## src/rtl/ro_pair_enable_seq.sv

```systemverilog
// Ring-oscillator pair enable sequencer: decodes a challenge pair, then runs settle / gate / drain.
// Optional abort input is compiled in when RO_ABORT_EN is defined.
module ro_pair_enable_seq #(
   parameter int unsigned SETTLE_CYCLES = 16,
   parameter int unsigned WINDOW_CYCLES = 1024,
   parameter int unsigned DRAIN_CYCLES  = 2,
   parameter int unsigned CNT_W         = 16
) (
   input  logic        clk,
   input  logic        rst_n,
   input  logic        start,
`ifdef RO_ABORT_EN
   input  logic        abort,
`endif
   input  logic [3:0]  idx_a,
   input  logic [3:0]  idx_b,
   output logic [15:0] ro_en,
   output logic [3:0]  sel_a,
   output logic [3:0]  sel_b,
   output logic        gate,
   output logic        busy,
   output logic        done,
   output logic        err
);

   typedef enum logic [2:0] {
      ST_IDLE    = 3'd0,
      ST_SETTLE  = 3'd1,
      ST_MEASURE = 3'd2,
      ST_DRAIN   = 3'd3,
      ST_FINISH  = 3'd4
   } state_t;

   localparam logic [CNT_W-1:0] SETTLE_LAST = CNT_W'(SETTLE_CYCLES - 1);
   localparam logic [CNT_W-1:0] WINDOW_LAST = CNT_W'(WINDOW_CYCLES - 1);
   localparam logic [CNT_W-1:0] DRAIN_LAST  = CNT_W'(DRAIN_CYCLES - 1);
   localparam logic [CNT_W-1:0] CNT_ONE     = CNT_W'(1);

   function automatic logic [15:0] idx_to_mask(input logic [3:0] idx);
      idx_to_mask = 16'h0001 << idx;
   endfunction

   state_t            state_q, state_d;
   logic [CNT_W-1:0]  cnt_q, cnt_d;
   logic [3:0]        sel_a_q, sel_a_d;
   logic [3:0]        sel_b_q, sel_b_d;
   logic              err_flag_q, err_flag_d;
   logic [15:0]       ro_en_q, ro_en_d;
   logic              gate_q, gate_d;
   logic              busy_q, busy_d;
   logic              done_q, done_d;
   logic              err_q, err_d;
   logic              abort_s;

`ifdef RO_ABORT_EN
   assign abort_s = abort;
`else
   assign abort_s = 1'b0;
`endif

   // State, counter and latched challenge registers
   always_ff @(posedge clk) begin
      if (!rst_n) begin
         state_q    <= ST_IDLE;
         cnt_q      <= '0;
         sel_a_q    <= 4'd0;
         sel_b_q    <= 4'd0;
         err_flag_q <= 1'b0;
      end else begin
         state_q    <= state_d;
         cnt_q      <= cnt_d;
         sel_a_q    <= sel_a_d;
         sel_b_q    <= sel_b_d;
         err_flag_q <= err_flag_d;
      end
   end

   // Next-state logic; the counter restarts at zero on every state entry
   always_comb begin
      state_d    = state_q;
      cnt_d      = cnt_q + CNT_ONE;
      sel_a_d    = sel_a_q;
      sel_b_d    = sel_b_q;
      err_flag_d = err_flag_q;
      case (state_q)
         ST_IDLE: begin
            cnt_d = '0;
            if (start) begin
               sel_a_d = idx_a;
               sel_b_d = idx_b;
               if (idx_a == idx_b) begin
                  state_d    = ST_FINISH;
                  err_flag_d = 1'b1;
               end else begin
                  state_d    = ST_SETTLE;
                  err_flag_d = 1'b0;
               end
            end else begin
               state_d = ST_IDLE;
            end
         end
         ST_SETTLE: begin
            if (abort_s) begin
               state_d    = ST_FINISH;
               err_flag_d = 1'b1;
               cnt_d      = '0;
            end else if (cnt_q == SETTLE_LAST) begin
               state_d = ST_MEASURE;
               cnt_d   = '0;
            end else begin
               state_d = ST_SETTLE;
            end
         end
         ST_MEASURE: begin
            if (abort_s) begin
               state_d    = ST_FINISH;
               err_flag_d = 1'b1;
               cnt_d      = '0;
            end else if (cnt_q == WINDOW_LAST) begin
               state_d = ST_DRAIN;
               cnt_d   = '0;
            end else begin
               state_d = ST_MEASURE;
            end
         end
         ST_DRAIN: begin
            if (abort_s) begin
               state_d    = ST_FINISH;
               err_flag_d = 1'b1;
               cnt_d      = '0;
            end else if (cnt_q == DRAIN_LAST) begin
               state_d = ST_FINISH;
               cnt_d   = '0;
            end else begin
               state_d = ST_DRAIN;
            end
         end
         ST_FINISH: begin
            state_d = ST_IDLE;
            cnt_d   = '0;
         end
         default: begin
            state_d    = ST_IDLE;
            cnt_d      = '0;
            err_flag_d = 1'b0;
         end
      endcase
   end

   // Output decode from the next state so registered outputs line up with state_q
   always_comb begin
      ro_en_d = 16'h0000;
      gate_d  = 1'b0;
      busy_d  = (state_d != ST_IDLE);
      done_d  = (state_d == ST_FINISH);
      err_d   = (state_d == ST_FINISH) & err_flag_d;
      case (state_d)
         ST_SETTLE: begin
            ro_en_d = idx_to_mask(sel_a_d) | idx_to_mask(sel_b_d);
         end
         ST_MEASURE: begin
            ro_en_d = idx_to_mask(sel_a_d) | idx_to_mask(sel_b_d);
            gate_d  = 1'b1;
         end
         default: begin
            ro_en_d = 16'h0000;
            gate_d  = 1'b0;
         end
      endcase
   end

   // Output registers
   always_ff @(posedge clk) begin
      if (!rst_n) begin
         ro_en_q <= 16'h0000;
         gate_q  <= 1'b0;
         busy_q  <= 1'b0;
         done_q  <= 1'b0;
         err_q   <= 1'b0;
      end else begin
         ro_en_q <= ro_en_d;
         gate_q  <= gate_d;
         busy_q  <= busy_d;
         done_q  <= done_d;
         err_q   <= err_d;
      end
   end

   assign ro_en = ro_en_q;
   assign sel_a = sel_a_q;
   assign sel_b = sel_b_q;
   assign gate  = gate_q;
   assign busy  = busy_q;
   assign done  = done_q;
   assign err   = err_q;

endmodule

```

## config.mk

```make
export PLATFORM = sky130hd
export DESIGN_NAME = ro_pair_enable_seq
export DESIGN_NICKNAME = d
export VERILOG_FILES = /design/src/rtl/ro_pair_enable_seq.sv
export SDC_FILE = /design/constraint.sdc
export NUM_CORES = 1
export LEC_CHECK = 0
export CAP_MARGIN = 0
export CORE_ASPECT_RATIO = 1.1
export CORE_MARGIN = 5
export CORE_UTILIZATION = 35
export CTS_BUF_LIST = sky130_fd_sc_hd__clkbuf_8
export DETAILED_ROUTE_END_ITERATION = 8
export GPL_TIMING_DRIVEN = 0
export SETUP_SLACK_MARGIN = 0.5
export SLEW_MARGIN = 30
export SYNTH_ARGS = -nofsm -noshare
export SYNTH_HDL_FRONTEND = slang
export SYNTH_SLANG_ARGS = --single-unit
```

## constraint.sdc

```tcl
create_clock -name clk -period 2.87 [get_ports clk]
set_clock_uncertainty 0.15 [all_clocks]
set_input_delay 0.287 -clock clk [delete_from_list [all_inputs] [get_ports clk]]
set_output_delay 0.287 -clock clk [all_outputs]
set_load 0.005 [all_outputs]
```

# ---- Word level (Yosys, flattened, before mapping)
# Cells that the tools add are included.
dict set report word_totals {
  reg_bits 48
  in_bits 11
  out_inout_bits 28
  elab_cells 49
}
dict set report op_classes {
  addsub 1
  n_eq_ne 11
  n_shift 2
  n_mux 18
  bitwise 2
  reduce_logical 5
}
# operator n
set op_table {}
lappend op_table {{16-bit 2-to-1 mux} 3}
lappend op_table {{16-bit case mux with 3 select lines} 1}
lappend op_table {{1-bit by 4-bit << shifter with 16-bit output (first input constant)} 2}
lappend op_table {{16-bit by 1-bit adder with 16-bit output (second input constant)} 1}
lappend op_table {{16-bit by 1-bit == test with 1-bit output (second input constant)} 1}
lappend op_table {{16-bit by 10-bit == test with 1-bit output (second input constant)} 1}
lappend op_table {{16-bit by 4-bit == test with 1-bit output (second input constant)} 1}
lappend op_table {{4-bit 2-to-1 mux} 4}
lappend op_table {{16-bit OR} 1}
lappend op_table {{3-bit case mux with 4 select lines} 1}
lappend op_table {{3-bit by 2-bit == test with 1-bit output (second input constant)} 3}
lappend op_table {{3-bit 2-to-1 mux} 3}
lappend op_table {{3-bit by 1-bit == test with 1-bit output (second input constant)} 2}
lappend op_table {{3-bit == test (second input constant)} 2}
lappend op_table {{4-bit == test} 1}
lappend op_table {{1-bit 2-to-1 mux} 4}
lappend op_table {{4-bit OR reduction} 1}
lappend op_table {{3-bit logical NOT} 1}
lappend op_table {{3-bit nonzero test} 1}
lappend op_table {{2-bit 2-to-1 mux} 1}
lappend op_table {{1-bit case mux with 2 select lines} 1}
lappend op_table {{2-bit AND reduction} 1}
lappend op_table {{2-bit OR reduction} 1}
lappend op_table {{1-bit bitwise AND} 1}

# ---- Depth between registers and ports, before layout
# Gate-level depths: netlist of the first run.
dict set report depth {
  depth_word 7
  mapped_depth 8
  depth_no_buf 6
}

# ---- Least setup slack after synthesis of the first run
# OpenSTA, ideal clock, no wires.
dict set report synth_path {
  path_type {register to register}
  from {register cnt_q[0]}
  to {register ro_en_q[5], in the netlist ro_en[5]}
  setup_time_ns 0.068
  arrival_ns 1.937
  required_ns 2.652
  slack_ns 0.714
  path_stages_with_launch 8
  path_buffers 1
  synth_period_minus_slack_ns 2.156
  cell_sequence {dfxtp_1 > ha_1 > nand3_2 > nor3b_4 > a32oi_2 > a2111o_1 > buf_6 > a21oi_2}
}
dict set report synth_via {
  elab_chain_cells 6
  word_cells_on_any_way 11
  classes_between {eq/ne (5); mux (4); reduce/logical (2)}
}
# item line
set synth_rtl {}
lappend synth_rtl {{start, declared} 44} ;# logic [CNT_W-1:0] cnt_q, cnt_d;
lappend synth_rtl {{start signal, assigned} 71} ;# cnt_q <= cnt_d;
lappend synth_rtl {{16-bit by 1-bit == test with 1-bit output, or another cell as far along} 131} ;# end else if (cnt_q == DRAIN_LAST) begin
lappend synth_rtl {{3-bit 2-to-1 mux, or another cell as far along} 131}
lappend synth_rtl {{3-bit case mux with 4 select lines *} 85} ;# case (state_q)
lappend synth_rtl {{3-bit by 2-bit == test with 1-bit output or 3-bit by 1-bit == test with 1-bit output (tied branches)} 157} ;# case (state_d)
lappend synth_rtl {{2-bit OR reduction (no line) *} n/a}
lappend synth_rtl {{2-bit AND reduction (no line) *} n/a}
lappend synth_rtl {{end signal, assigned} 181} ;# ro_en_q <= ro_en_d;
lappend synth_rtl {{end, declared} 48} ;# logic [15:0] ro_en_q, ro_en_d;
# Mark *: on every way between the ends. The rest lies on a longest branch, timed or not.
# A chain may end at the register's enable or synchronous reset.

# ---- Worst setup path after layout of the first run
# Ends and elaborated chain as after synthesis.

==> results of run 1 <==
-- path summary, 6_finish.rpt --
path	to	depth (start not counted)	from	slack, ns
setup reg to reg	ro_en[5]	7	cnt_q[0]	0.61
hold reg to reg	cnt_q[0]	1	cnt_q[0]	0.36
setup / recovery	ro_en[5]	7	cnt_q[0]	0.61
hold / removal	cnt_q[0]	1	cnt_q[0]	0.36
-- state kept, by name, indices dropped and copies added (netlist names) --
| name | cells |
|---|---|
| cnt_q | 16 |
| ro_en | 16 |
| sel_a | 4 |
| sel_b | 4 |
| state_q | 3 |
| busy | 1 |
| done | 1 |
| err | 1 |
| err_flag_q | 1 |
| gate | 1 |
-- power groups by stage --
stage          Combinational, W  Sequential (W)  Clock (W)
2_1_floorplan          0.000131        0.000716          0
3_5_place_dp           0.000222        0.000717          0
5_1_grt                0.000259        0.000706   0.000576
3_3_place_gp           0.000219        0.000717          0
6_report               0.000233        0.000702   0.000535
4_1_cts                0.000223        0.000702   0.000552
-- cell usage in the layout, fill, tap and decap left out, types with 4 or more instances in the layout --
| master | n |
|---|---|
| sky130_fd_sc_hd__nand3b_1 | 16 |
| sky130_fd_sc_hd__a21boi_0 | 8 |
| sky130_fd_sc_hd__a21oi_2 | 10 |
| sky130_fd_sc_hd__xor2_1 | 8 |
| sky130_fd_sc_hd__xnor2_1 | 10 |
| sky130_fd_sc_hd__nor2_1 | 23 |
| sky130_fd_sc_hd__buf_4 | 6 |
| sky130_fd_sc_hd__dfxtp_1 | 48 |
| sky130_fd_sc_hd__clkbuf_2 | 4 |
| sky130_fd_sc_hd__nand2_1 | 36 |
| sky130_fd_sc_hd__nand3_1 | 14 |
| sky130_fd_sc_hd__clkbuf_1 | 4 |
| sky130_fd_sc_hd__a22oi_1 | 13 |
| sky130_fd_sc_hd__nand4_1 | 4 |
| sky130_fd_sc_hd__a21oi_1 | 8 |
| sky130_fd_sc_hd__clkbuf_8 | 7 |
| sky130_fd_sc_hd__or3_1 | 5 |
| sky130_fd_sc_hd__clkdlybuf4s50_1 | 38 |
-- final cells by class --
cell class,instances,area share
sequential,48,0.316
inverter,2,0.00247
clock inverter,1,0.00988
clock buffer,7,0.0317
multi-input combinational,203,0.446
timing repair buffer,44,0.140
tap,82,0.0337
buffer,12,0.0202
-- layer usage --
metal	vias to the layer above	track usage
met4	0	0.0453
li1	1046	-
met2	45	0.211
met5	-	0
met1	940	0.197
met3	7	0.0240
-- what timing repair did --
item	CTS	global route
resized for setup	1	11
hold buffers	0	0
buffers inserted	1	5
pin swaps	1	5
setup endpoints to repair	14	27
-- worst max-delay path, stage by stage (launching register included) --
cell	delay (ns)
sky130_fd_sc_hd__dfxtp_1	0.41
sky130_fd_sc_hd__ha_2	0.24
sky130_fd_sc_hd__nand3_2	0.13
sky130_fd_sc_hd__nor3b_4	0.26
sky130_fd_sc_hd__a32oi_2	0.19
sky130_fd_sc_hd__a2111o_1	0.51
sky130_fd_sc_hd__buf_6	0.20
sky130_fd_sc_hd__a21oi_2	0.12
-- per-stage QoR --
step / setup WS, ns / hold WS, ns / instances / util
2_1_floorplan: 0.714 / 0.282 / 265 / -
3_3_place_gp: 0.249 / 0.315 / 385 / 0.433
3_5_place_dp: 0.234 / 0.341 / 385 / 0.433
4_1_cts: 0.504 / 0.362 / 394 / 0.454
5_1_grt: 0.497 / 0.384 / 399 / 0.464
6_report: 0.611 / 0.358 / 399 / 0.464
-- kinds of logic after synthesis --
logic type / share of synthesized area
buf+inv: 0.0271
flops: 0.408
xor+xnor: 0.0669
simple gates: 0.290
fa+ha+maj: 0.0106
compound gates: 0.197
==> summary.md, run 1 <==
| Metric | Value |
|---|---|
| Initial detailed-routing violation count | 101 |
| Slew HR | 0.604 |
| Number of vias after detailed routing | 2038 |
| Number of nets still failing antenna checks after routing | 0 |
| Metal3 WL | 216 um |
| Share of the synthesized area in the top cell type | 0.408 |
| DRC Markers | 0 |
| Final count of negative-setup-slack endpoints | 0 |
| Final worst-path cycle share | 0.787 |
| Vias per Instance | 5.11 |
| Most instantiated flip-flop cell in the synthesis netlist | sky130_fd_sc_hd__dfxtp_1 |
| Largest net degree at the start of global routing | 15 |
| MaxCap Viol Count | 0 |
| Die extent in y | 96.0 um |
| Max layer used | met4 |
| FF+latch area | 961 sq um |
| Status | finished, final reports clean |
| Number of sinks handled by clock tree synthesis | 48 |
| Combinational power share | 0.159 |
| Antenna cell count | 0 |
| Switching Fraction | 0.251 |
| Post-synth EDFFs | 0 |
| Type of the worst min-delay path | reg -> reg |
| Area of the multi-input gates | 1360 sq um |
| Final-layout fill cell count | 652 |
| Slew at the pin closest to its max-slew limit | 0.590 ns |
| Biggest area consumer among synthesized cells | sky130_fd_sc_hd__dfxtp_1 |
| Synthesis warning total | 0 |
| Standard cell core area | 6560 sq um |
| Maximum achievable frequency | 443 MHz |
| Signal arrival time at the worst endpoint | 2.34 ns |
| Internal power component | 0.00110 W |
| Finished layout cell area | 3040 sq um |
| Setup_tns | 0 ns |
| Mean instance size in the synthesized netlist | 8.89 sq um |
| Net count reported at finish | 329 |
| Wire length reported by the detailed router | 5.48 mm |
| I/O pin count | 39 |
| Clock network fraction of total power | 0.364 |
| Flops & latches, synth | 48 |
| Sequential area share after synthesis | 0.408 |
| Total of buffers placed on input and output ports | 38 |
| Sequential cell fraction of total power | 0.478 |
| Post-DP Area | 2840 sq um |
| Category of the worst setup path launch point | flop |
| Max IR drop VDD | 286 uV |
| Leading post-synthesis cells by instance count | sky130_fd_sc_hd__dfxtp_1, sky130_fd_sc_hd__nand2_1, sky130_fd_sc_hd__nor2_1 |
| Synth-to-Final Area Change | 29.1% |
| Power Density | 483 nW/um^2 |
| Detailed-router iteration count before antenna repair | 4 |
| Number of CTS-inserted buffers | 5 |
| RePlAce Congestion | 0.837 |
| Insertion delay to the later sink of the worst-skew pair | 0.30 ns |
| Top cells by area in the synthesized netlist | sky130_fd_sc_hd__dfxtp_1, sky130_fd_sc_hd__nand2_1, sky130_fd_sc_hd__a22oi_1 |
| Area of the die | 8470 sq um |
| Crit. End Element | flop |
| Area of the mapped netlist | 2350 sq um |
| Share of synthesized flip-flops with an asynchronous set or reset | 0 |
| Final critical-path required period | 2.26 ns |
| Initial cell density of the core | 0.359 |
| Bufs on Longest Clock Path | 2 |
| Row count | 31 |
| Critical path type | reg -> reg |
| Net switching power | 0.000369 W |
| Global-route total usage across every layer | 0.139 |
| Clock tree from TritonCTS | built |
| Most common cell in the netlist | sky130_fd_sc_hd__dfxtp_1 |
| # H-tree levels | 2 |
| Count of pins over their slew limit | 0 |
| Count of endpoints failing hold in the final timing report | 0 |
| Met2 routed WL | 2.43 mm |
| Antenna violations before repair | 0 |
| Remaining Overflow, GRT | 0 |
| Maximum fanout along the worst path | 10 |
| Post-DR wirelength/cell | 13.7 um |
| Vias in the first global route | 1896 |
| Die X-Extent | 88.2 um |
| Clock Root Buffer | sky130_fd_sc_hd__clkbuf_8 |
| Static power due to leakage | 1.10 nW |
| Unrepaired setup endpoints after global routing | false |
| Ratio of cells with drive above 1 in the final layout | 0.174 |
| CTS clock-pin slew for the worst setup and hold paths | 0.08 ns |
| Detail Placement HPWL | 4.07 mm |
| Crit path required time | 2.95 ns |
| Total design power | 0.00147 W |
| Mapped Cells | 265 |
| Detailed-routing wirelength on met1 | 2.76 mm |
| First-pass GRT wire length | 9.26 mm |
| Syn_nets | 278 |
| Count of different cell masters after synthesis | 52 |
Note: power is estimated with default switching activity, not from simulation.
==> run 2, diff against run 1 <==
==> constraint.sdc (replaced) <==
create_clock -name clk -period 2 [get_ports clk]
set_clock_uncertainty 0.15 [all_clocks]
set_input_delay 0.2 -clock clk [delete_from_list [all_inputs] [get_ports clk]]
set_output_delay 0.2 -clock clk [all_outputs]
set_load 0.005 [all_outputs]
==> run 2 against run 1 <==
  * The flow now finishes with violations (setup timing)
  * Register-to-register slack worse by 0.72 ns
  * Fmax increased by 6.9%
  * Sequential power grew 41%
  * Die area stayed put
  * Global-route usage grew 0.98 points
  * Cell count up 7.5%
  * First-iteration DRC count shrank 5.0%
  * Critical path depth unchanged
  * Critical path type unchanged
  * Largest cell class unchanged
  * Highest routed layer unchanged
==> summary.md, run 2 (synthesis results as in run 1) <==
| Metric | Value |
|---|---|
| Crit. End Element | flop |
| Finished layout cell area | 3700 sq um (+22%) |
| Die extent in y | 96.0 um (unchanged) |
| Antenna violations before repair | 0 (unchanged) |
| Bufs on Longest Clock Path | 2 (unchanged) |
| Power Density | 595 nW/um^2 (+23%) |
| DRC Markers | 0 (unchanged) |
| Most common library cell in the layout ignoring fill and taps | sky130_fd_sc_hd__dfxtp_1 |
| Detailed-router iteration count before antenna repair | 4 (unchanged) |
| Max IR drop VDD | 340 uV (+19%) |
| Global-route total usage across every layer | 0.148 (+0.00976) |
| Post-DP Area | 2930 sq um (+3.4%) |
| Static power due to leakage | 1.63 nW (+48%) |
| Maximum achievable frequency | 473 MHz (+6.9%) |
| Post-DR wirelength/cell | 14.7 um (+7.4%) |
| Insertion delay to the later sink of the worst-skew pair | 0.31 ns (about the same) |
| First-pass GRT wire length | 9.97 mm (+7.7%) |
| Delay contributed by the slowest stage of the critical path | 0.54 ns (+0.03 ns) |
| Violated checks | setup timing |
| Row count | 31 (unchanged) |
| Final count of negative-setup-slack endpoints | 31 (+31) |
| Type of the worst min-delay path | in -> reg |
| Unrepaired setup endpoints after global routing | true |
| Final core utilization | 0.564 (+0.100) |
| Largest net degree at the start of global routing | 17 (+2) |
| Slew at the pin closest to its max-slew limit | 0.557 ns (-0.0326 ns) |
| Tightest hold margin | 0.102 ns (-0.256 ns) |
| Largest delay share family, worst path | simple AND/OR/NAND/NOR gates |
| Vias per Instance | 5.20 (+1.8%) |
| Synth-to-Final Area Change | 57.0% |
| Die X-Extent | 88.2 um (unchanged) |
| I/O pin count | 39 (unchanged) |
| Net count reported at finish | 359 (+9.1%) |
| Initial detailed-routing violation count | 96 (-5.0%) |
| Ratio of cells with drive above 1 in the final layout | 0.424 (+0.250) |
| Number of sinks handled by clock tree synthesis | 48 (unchanged) |
| Total design power | 0.00220 W (+49%) |
| Commonest cells after routing, fill and taps aside | sky130_fd_sc_hd__dfxtp_1, sky130_fd_sc_hd__nand2_1, sky130_fd_sc_hd__buf_4 |
| Vias in the first global route | 2096 (+11%) |
| Signal arrival time at the worst endpoint | 2.19 ns (-0.15 ns) |
| Total of buffers placed on input and output ports | 38 (unchanged) |
| Number of CTS-inserted buffers | 5 (unchanged) |
| Slew HR | 0.629 (+0.0251) |
| Antenna cell count | 0 (unchanged) |
| Standard cell core area | 6560 sq um (unchanged) |
| PnR worst setup slack | -0.112 ns (-0.723 ns) |
| Detail Placement HPWL | 4.15 mm (+1.9%) |
| Wire length reported by the detailed router | 6.32 mm (+15%) |
| Worst-path cell chain | buf_8 -> or4b_4 -> buf_6 -> or3_1 -> o31ai_2 -> a22oi_1 -> a21oi_1 |
| Slowest-stage cell, CP | sky130_fd_sc_hd__or4b_4 |
| Category of the worst setup path launch point | flop |
| Final-layout fill cell count | 615 (-5.7%) |
| Number of vias after detailed routing | 2231 (+9.5%) |
| Area of the die | 8470 sq um (unchanged) |
| # H-tree levels | 2 (unchanged) |
| Clock Root Buffer | sky130_fd_sc_hd__clkbuf_8 |
| RePlAce Congestion | 0.895 (+6.9%) |
| Number of nets still failing antenna checks after routing | 0 (unchanged) |
| Clock tree from TritonCTS | built |
| Count of endpoints failing hold in the final timing report | 0 (unchanged) |
| Initial cell density of the core | 0.359 (unchanged) |
| Count of pins over their slew limit | 0 (unchanged) |
| Worst path buffer plus inverter count | 2 (+1) |
| Critical path type | reg -> reg |
| Crit path required time | 2.08 ns (-0.87 ns) |
| MaxCap Viol Count | 0 (unchanged) |
| Remaining Overflow, GRT | 0 (unchanged) |
| Maximum fanout along the worst path | 5 (-5) |
| Final worst-path cycle share | 1.06 (+0.269) |
| CTS clock-pin slew for the worst setup and hold paths | 0.10 ns (+0.02 ns) |
| Final critical-path required period | 2.11 ns (-0.147 ns) |
| Status | finished, violations left |
==> run 2: changes by cell type in the layout (fill, tap and decap cells not counted), moves of 12 or more <==
cell	before	now
sky130_fd_sc_hd__buf_4	6	28
sky130_fd_sc_hd__clkdlybuf4s50_1	38	10
sky130_fd_sc_hd__dfxtp_1	48	30
sky130_fd_sc_hd__dfxtp_4	0	12
sky130_fd_sc_hd__dlymetal6s2s_1	0	17
sky130_fd_sc_hd__nor2_1	23	9
==> run 2: repair_timing <==
action | CTS | global route
buffers inserted | 26 | 6
pin swaps | 12 | 21
gates resized for setup | 49 | 81
setup endpoints to repair | 55 | 61
hold endpoints to repair | 0 | 0
cloned | 3 | 1
hold buffers | 0 | 0
==> run 2: per-stage QoR <==
| stage | std cells | setup TNS, ns | setup WS, ns |
|---|---|---|---|
| 6_report | 429 | -2.31 | -0.112 |
| 5_1_grt | 429 | -5.08 | -0.199 |
| 4_1_cts | 422 | -1.49 | -0.134 |
| 3_5_place_dp | 385 | -9.53 | -0.519 |
| 3_3_place_gp | 385 | -9.33 | -0.504 |
| 2_1_floorplan | 265 | 0 | 0.00272 |
==> run 2: area by class of cell <==
| class | count | area, sq um | area share |
|---|---|---|---|
| timing repair buffer | 74 | 727 | 0.197 |
| sequential | 48 | 1010 | 0.274 |
| inverter | 2 | 7.51 | 0.00203 |
| tap | 82 | 103 | 0.0278 |
| clock inverter | 3 | 46.3 | 0.0125 |
| buffer | 12 | 114 | 0.0308 |
| clock buffer | 5 | 68.8 | 0.0186 |
| multi-input combinational | 203 | 1620 | 0.437 |
==> run 2: report_power, final <==
part           internal, W  leakage, nW  total (W)  switching [W]
clock             0.000377       0.0548   0.000730       0.000353
sequential        0.000977        0.401   0.000992      0.0000152
combinational     0.000232         1.17   0.000476       0.000243
total              0.00159         1.63    0.00220       0.000612
==> run 2: worst paths after layout <==
path	startpoint	end	slack, ns	cells past startpoint
setup reg to reg	state_q[0]	ro_en[0]	-0.11	7
hold / removal	idx_b[3]	sel_b[3]	0.10	3
hold reg to reg	sel_b[0]	sel_b[0]	0.38	2
setup / recovery	state_q[0]	ro_en[0]	-0.11	7
==> run 2: worst reg2reg max path: cells and delay by family, from the launching register on <==
kind / cells / cell delay [ns]
AO/OA/AOI/OAI: 3 / 0.43
flip-flops: 1 / 0.33
buffers and inverters: 2 / 0.27
AND/OR/NAND/NOR: 2 / 0.86
==> run 2: per-layer routing <==
layer / wire, um / global-route usage / vias up / part of all wire
li1: - / - / 1112 / -
met1: 2890 / 0.193 / 1053 / 0.46
met2: 3050 / 0.246 / 56 / 0.48
met3: 292 / 0.0283 / 10 / 0.046
met4: 88 / 0.0491 / 0 / 0.014
met5: 0 / 0 / - / 0
==> run 3, diff against run 2 <==
--- a/config.mk
+++ b/config.mk
@@ -13,7 +13,7 @@
 export DETAILED_ROUTE_END_ITERATION = 8
 export GPL_TIMING_DRIVEN = 0
 export SETUP_SLACK_MARGIN = 0.5
-export SLEW_MARGIN = 30
+export SLEW_MARGIN = 20
 export SYNTH_ARGS = -nofsm -noshare
 export SYNTH_HDL_FRONTEND = slang
 export SYNTH_SLANG_ARGS = --single-unit
==> results of run 3 <==
Final layout, timing and power as in run 2 (identical DEF).
